$ cat src/rtl/prog_timer.sv
// -----------------------------------------------------------------------------
// prog_timer
//
// Programmable down-counter timer with a clock prescaler, one-shot and periodic
// modes, pause/resume, abort, and optional retrigger. It is meant as a reusable
// delay/interval source beside control FSMs.
//
// Parameters:
//   WIDTH      - width of LOAD_VAL and COUNT
//   PRESCALE_W - width of the prescaler reload value
//   RETRIGGER  - 1: START while active restarts the timer; 0: START is ignored
//
// Ports:
//   CLK      in   clock, all state updates on the rising edge
//   RESET    in   asynchronous, active-high reset
//   START    in   start request (sampled on CLK)
//   STOP     in   abort request (sampled on CLK), highest priority
//   PAUSE    in   level, freezes counting while high
//   MODE     in   0 = one-shot, 1 = periodic (latched at start)
//   LOAD_VAL in   terminal count L (latched at start)
//   PRESCALE in   prescaler P, COUNT decrements every P+1 active edges
//   READY    out  high while IDLE
//   BUSY     out  high while COUNTING or PAUSED
//   DONE     out  registered one-cycle pulse at terminal count
//   COUNT    out  current remaining count
// -----------------------------------------------------------------------------
module prog_timer #(
  parameter int WIDTH      = 16,
  parameter int PRESCALE_W = 8,
  parameter int RETRIGGER  = 0
) (
  input  logic                  CLK,
  input  logic                  RESET,
  input  logic                  START,
  input  logic                  STOP,
  input  logic                  PAUSE,
  input  logic                  MODE,
  input  logic [WIDTH-1:0]      LOAD_VAL,
  input  logic [PRESCALE_W-1:0] PRESCALE,
  output logic                  READY,
  output logic                  BUSY,
  output logic                  DONE,
  output logic [WIDTH-1:0]      COUNT
);

  typedef enum logic [1:0] {
    IDLE     = 2'd0,
    COUNTING = 2'd1,
    PAUSED   = 2'd2
  } state_t;

  localparam logic [WIDTH-1:0]      CNT_ONE = {{(WIDTH-1){1'b0}}, 1'b1};
  localparam logic [PRESCALE_W-1:0] PRE_ONE = {{(PRESCALE_W-1){1'b0}}, 1'b1};

  state_t                state, next_state;
  logic [WIDTH-1:0]      count_q, count_d;
  logic [PRESCALE_W-1:0] p_q, p_d;
  logic [WIDTH-1:0]      l_q, l_d;
  logic [PRESCALE_W-1:0] pre_q, pre_d;
  logic                  mode_q, mode_d;
  logic                  done_q, done_d;
  logic                  do_load;

  // State register.
  always_ff @(posedge CLK or posedge RESET) begin
    if (RESET) begin
      state <= IDLE;
    end else begin
      state <= next_state;
    end
  end

  // Datapath registers: remaining count, prescale counter, latched settings
  // and the registered DONE pulse.
  always_ff @(posedge CLK or posedge RESET) begin
    if (RESET) begin
      count_q <= '0;
      p_q     <= '0;
      l_q     <= '0;
      pre_q   <= '0;
      mode_q  <= 1'b0;
      done_q  <= 1'b0;
    end else begin
      count_q <= count_d;
      p_q     <= p_d;
      l_q     <= l_d;
      pre_q   <= pre_d;
      mode_q  <= mode_d;
      done_q  <= done_d;
    end
  end

  // Next-state and next-datapath logic. Priority is STOP > START > PAUSE >
  // normal counting. A (re)start is folded into do_load so IDLE and retrigger
  // share exactly the same load behaviour, including the zero-length case,
  // which completes immediately without ever leaving IDLE.
  always_comb begin
    next_state = state;
    count_d    = count_q;
    p_d        = p_q;
    l_d        = l_q;
    pre_d      = pre_q;
    mode_d     = mode_q;
    done_d     = 1'b0;
    do_load    = 1'b0;

    case (state)
      IDLE: begin
        if (START && !STOP) begin
          do_load = 1'b1;
        end
      end
      COUNTING, PAUSED: begin
        if (STOP) begin
          next_state = IDLE;
          count_d    = '0;
          p_d        = '0;
        end else if (START && (RETRIGGER != 0)) begin
          do_load = 1'b1;
        end else if (PAUSE) begin
          next_state = PAUSED;
        end else begin
          next_state = COUNTING;
          if (p_q != '0) begin
            p_d = p_q - PRE_ONE;
          end else begin
            // Prescaler tick: reload p and step the count down, never wrapping.
            p_d = pre_q;
            if (count_q != '0) begin
              count_d = count_q - CNT_ONE;
              if (count_q == CNT_ONE) begin
                done_d = 1'b1;
                if (mode_q) begin
                  count_d = l_q;
                end else begin
                  count_d    = '0;
                  p_d        = '0;
                  next_state = IDLE;
                end
              end
            end
          end
        end
      end
      default: begin
        next_state = IDLE;
        count_d    = '0;
        p_d        = '0;
      end
    endcase

    if (do_load) begin
      if (LOAD_VAL != '0) begin
        l_d        = LOAD_VAL;
        pre_d      = PRESCALE;
        mode_d     = MODE;
        count_d    = LOAD_VAL;
        p_d        = PRESCALE;
        next_state = COUNTING;
      end else begin
        count_d    = '0;
        p_d        = '0;
        done_d     = 1'b1;
        next_state = IDLE;
      end
    end
  end

  // Status outputs decode straight from state so they react to reset at once.
  always_comb begin
    READY = (state == IDLE);
    BUSY  = (state == COUNTING) || (state == PAUSED);
  end

  assign DONE  = done_q;
  assign COUNT = count_q;

endmodule

$ cat config.mk
export PLATFORM = sky130hd
export DESIGN_NAME = prog_timer
export DESIGN_NICKNAME = d
export VERILOG_FILES = /design/src/rtl/prog_timer.sv
export SDC_FILE = /design/constraint.sdc
export NUM_CORES = 1
export LEC_CHECK = 0
export ABC_CLOCK_PERIOD_IN_PS = 3290
export BUFFER_PORTS_ARGS = -buffer_cell sky130_fd_sc_hd__clkbuf_2
export CORE_UTILIZATION = 55
export DETAILED_ROUTE_END_ITERATION = 12
export GPL_TIMING_DRIVEN = 0
export PLACE_DENSITY = 0.78
export RECOVER_POWER = 100
export SETUP_SLACK_MARGIN = 0.02
export SYNTH_ARGS = -nofsm -noshare
export SYNTH_HDL_FRONTEND = slang
export SYNTH_SLANG_ARGS = --single-unit
$ cat constraint.sdc
create_clock -name CLK -period 3.29 [get_ports CLK]
set_clock_uncertainty 0.1 [all_clocks]
set_input_delay 0.1645 -clock CLK [delete_from_list [all_inputs] [get_ports CLK]]
set_output_delay 0.1645 -clock CLK [all_outputs]
set_load 0.01 [all_outputs]
* Word level (Yosys, flattened, before mapping)
Cells that the tools add are included.
** Storage, ports and cells
- Flip-flop bits (word level) :: 52
- Word-level logic and storage cells :: 64
** Operators by class
- $add $sub $neg :: 2
- Equal/unequal tests :: 7
- Mux-type cells :: 37
- Reductions and logical operators :: 11
** Operator list (count)
- 16-bit two-way mux :: 8
- 8-bit two-way mux :: 8
- 16-bit case mux with 2 select lines :: 1
- 16-bit nonzero test :: 2
- 16-bit by 1-bit equality test with 1-bit output, second input constant :: 1
- 8-bit case mux with 2 select lines :: 1
- 16-bit by 1-bit subtractor with 16-bit output, second input constant :: 1
- 1-bit two-way mux :: 15
- 4-bit inequality test, second input constant :: 3
- 8-bit nonzero test :: 1
- 8-bit by 1-bit subtractor with 8-bit output, second input constant :: 1
- 2-bit two-way mux :: 3
- 2-bit case mux with 2 select lines :: 1
- 2-bit AND reduction :: 2
- 4-bit AND reduction :: 1
- 2-bit by 1-bit equality test with 1-bit output, second input constant :: 1
- 2-bit equality test, second input constant :: 1
- 2-bit logical NOT :: 1
- 2-bit by 1-bit inequality test with 1-bit output, second input constant :: 1
- 2-bit OR reduction :: 1
- 1-bit logical AND :: 1
- 1-bit logical NOT :: 1
- 1-bit logical OR :: 1

* Logic depth before layout (Yosys ltp)
- Depth after elaboration :: 9
- Depth in mapped cells :: 10

* Worst setup path after synthesis
Ideal clock, no wire load.
- Kind :: register -> register
- Start :: register p_q[0]
- End :: register count_q[0] (netlist: COUNT[0])
- Setup time :: 0.121 ns
- Arrival :: 2.265 ns
- Required time :: 3.069 ns
- Setup slack :: 0.804 ns
- Cell stages (with the launch flop) :: 11
- Path buffers :: 3
- Period minus slack after synthesis :: 2.486 ns
- Cells stage by stage :: dfrtp_1 -> inv_1 -> ha_1 -> or4b_1 -> buf_2 -> or2_0 -> buf_2 -> o31ai_4 -> buf_6 -> o31ai_1 -> a22o_1
** On the way
- Cells in the longest elaborated chain, start to end :: 3
** RTL lines
- start: declaration :: line 57 : logic [PRESCALE_W-1:0] p_q, p_d;
- start signal: assignment :: line 85 : p_q <= p_d;
- 8-bit nonzero test :: line 124 : if (p_q != '0) begin
- 4-bit inequality test (no line)
- 4-bit AND reduction (no line)
- end signal: assignment :: line 84 : count_q <= count_d;
- end: declaration :: line 56 : logic [WIDTH-1:0] count_q, count_d;
No other way between the ends.
A chain may end at the register's enable or synchronous reset.

* Final worst setup path
Ends and elaborated chain as after synthesis.

==> flow_metrics.tcl <==
set metrics [dict create \
    status "finished with violations" \
    violations "capacitance limit, slew limit" \
    place_area_mm2 0.00332 \
    io_pins 49 \
    cp_data_required_time_ns 3.39 \
    power_density_mw_per_mm2 969 \
    power.share.sequential 0.362 \
    synth-seq-cells 52 \
    gp_congestion 0.880 \
    cp-start-kind "flip-flop" \
    htreeDepth 2 \
    clkSinkCount 52 \
    ir_worst_vdd_v 0.000530 \
    rsz0062_at_grt "false" \
    pwr-share-comb 0.523 \
    postCtsSetupBuffers 0 \
    swShare 0.472 \
    yosysSeqAreaShare 0.438 \
    synth_top_flop_cell "dfrtp_1" \
    drt_iter0_markers 341 \
    async_flop_share 1.00 \
    max_slew_margin -0.136 \
    hpwl_mm 5.79 \
    final_cell_mix "nand2_1, dfrtp_1, nor2_1" \
    crit_start "p_q[0]" \
    p_leak_nw 1.62 \
    clock_power_share 0.115 \
    rr_startpoint "p_q[0]" \
    end_kind "flip-flop" \
    portBuffers 48 \
    fin_crit_sh 0.930 \
    diodes 0 \
    vias_per_cell 5.97 \
    final_cell_area_mm2 0.00354 \
    path_clk_slew_ns 0.09 \
    initial_utilization 0.578 \
    finalPower_mw 3.43 \
    path_max_fanout 10 \
    dieArea_mm2 0.00570 \
    syn-num-nets 395 \
    numCtsBuffers 5 \
    hold_class "in -> reg" \
    place_ws_ns 0.343 \
    vias 2995 \
    dieWidth_um 75.5 \
    syn_inst 360 \
    drtPass1Iterations 5 \
    worstPathArrival_ns 3.16 \
    fp.coreArea_mm2 0.00514 \
    grt_start_max_net_pins 39 \
    grt_pass1_vias 2795 \
    layout.nets 467 \
    drcViolationCount 0 \
    cts_tree "done" \
    yosys_warnings 0 \
    yosysUniqueCellTypes 51 \
    min_from "LOAD_VAL[11]" \
    tightest_slew_ns 1.70 \
    rows 26 \
    routedWlPerCell_um 16.3 \
    wl_mm 8.20 \
    internal_power_mw 1.81 \
    layout_setup_ws_ns 0.230 \
    clockBufferDepth 2 \
    synth_edf_count 0 \
    drive_gt1_frac 0.109 \
    netlist_area_mm2 0.00297 \
    globalRouteOverflowTotal 0 \
    grt_pass1_wl_mm 13.1 \
    final-setup-viol-count 0 \
    fin_setup_tns_ns 0 \
    power.switching_mw 1.62 \
    grtUsageTotal 0.312 \
    path_class "reg -> reg" \
    final-hold-violation-count 0 \
    final.min_clock_period_ns 3.06 \
    final_common_cell "nand2_1" \
    antenna_left 0 \
    avgSynthCellArea_um2 8.25 \
    clkLatencyLatePin_ns 0.30 \
    root_buffer "clkbuf_8" \
    synthToLayoutAreaGrowth_pct 19.0 \
    drv_slew 39 \
    antenna_found_initial 0 \
    drv_cap 1 \
    die_h_um 75.5 \
    clock.fmax_mhz 327 \
]
-- registers in the layout (all words and copies together), names as in the netlist --
| signal | flops |
|---|---|
| p_q | 8 |
| pre_q | 8 |
| mode_q | 1 |
| state | 2 |
| DONE | 1 |
| COUNT | 16 |
| l_q | 16 |
-- worst max-delay path: stages (launching register included) --
cell	delay, ns
dfrtp_1	0.42
inv_1	0.13
ha_1	0.20
or4b_1	0.43
buf_2	0.17
or2_0	0.20
clkbuf_1	0.25
o31ai_4	0.42
clkbuf_2	0.32
o31ai_1	0.11
a22o_1	0.19
-- area by class of cell --
| type | instances | area (µm²) |
|---|---|---|
| tap | 70 | 87.6 |
| buffer | 20 | 85.1 |
| inverter | 10 | 37.5 |
| timing repair buffer | 65 | 389 |
| clock buffer | 7 | 96.3 |
| fill | 460 | 1600 |
| multi-input combinational | 278 | 1540 |
| sequential | 52 | 1300 |
-- per-layer routing --
| metal | part of all wire | routed length [µm] | vias to the layer above | global-route usage |
|---|---|---|---|---|
| met2 | 0.48 | 3900 | 128 | 0.506 |
| met5 | 0 | 0 | - | 0 |
| met3 | 0.064 | 526 | 15 | 0.0437 |
| met1 | 0.44 | 3600 | 1424 | 0.427 |
| met4 | 0.021 | 174 | 0 | 0.113 |
| li1 | - | - | 1428 | - |
-- repair_timing --
item / CTS / global route
endpoints found under the hold margin: 30 / 0
hold buffers: 16 / 0
resized for setup: 0 / 0
-- final timing paths --
path	to	slack, ns	depth (start not counted)
max	COUNT[0]	0.23	10
min	l_q[11]	0.01	3
max reg2reg	COUNT[0]	0.23	10
min reg2reg	l_q[3]	0.38	2
max in group asynchronous	pre_q[3]	0.70	4
min in group asynchronous	COUNT[3]	0.31	3
-- cells in the mapped netlist, types with 2 or more instances --
cell,count,area share
nand2_1,94,0.12
dfrtp_1,52,0.44
nor2_1,34,0.043
a31oi_1,22,0.046
a21oi_1,17,0.029
clkbuf_1,13,0.016
nand3_1,11,0.019
o21ai_0,11,0.019
inv_1,10,0.013
nor4_1,9,0.019
nand4_1,7,0.015
o211ai_1,6,0.015
xnor2_1,6,0.018
buf_2,5,0.0084
ha_1,5,0.021
a211o_1,4,0.012
a22o_1,4,0.012
and3_1,4,0.0084
nor3_1,4,0.0067
and2_1,3,0.0063
nand2b_1,3,0.0063
o31ai_1,3,0.0076
a311o_1,2,0.0067
and4_1,2,0.0059
nor4_2,2,0.0084
o221ai_1,2,0.0059
-- power groups by stage --
stage | registers (mW) | logic, mW | clock network, mW
floorplan | 1.22 | 1.28 | 0
global placement | 1.23 | 1.75 | 0
detailed placement | 1.24 | 1.80 | 0
CTS | 1.23 | 1.82 | 0.403
global route | 1.28 | 2.00 | 0.427
finish | 1.24 | 1.79 | 0.396
-- per-stage QoR --
| stage | hold WS, ns | std cells | utilization |
|---|---|---|---|
| detailed placement | 0.0242 | 479 | 0.646 |
| global placement | 0.259 | 478 | 0.642 |
| floorplan | 0.170 | 360 | - |
| global route | 0.00216 | 502 | 0.688 |
| finish | 0.0104 | 502 | 0.688 |
| CTS | 0.000109 | 502 | 0.696 |
-- cells by family after synthesis --
kind of cell / Yosys count / synth area share
AOI/OAI and AO/OA: 82 / 0.189
xor gates and xnor gates: 7 / 0.0206
adders and majority gates: 5 / 0.0211
buffers and inverters: 30 / 0.0438
DFF: 52 / 0.438
muxes: 1 / 0.00379
and+or+nand+nor: 183 / 0.284
No activity file was read; power rests on OpenSTA's default activity.
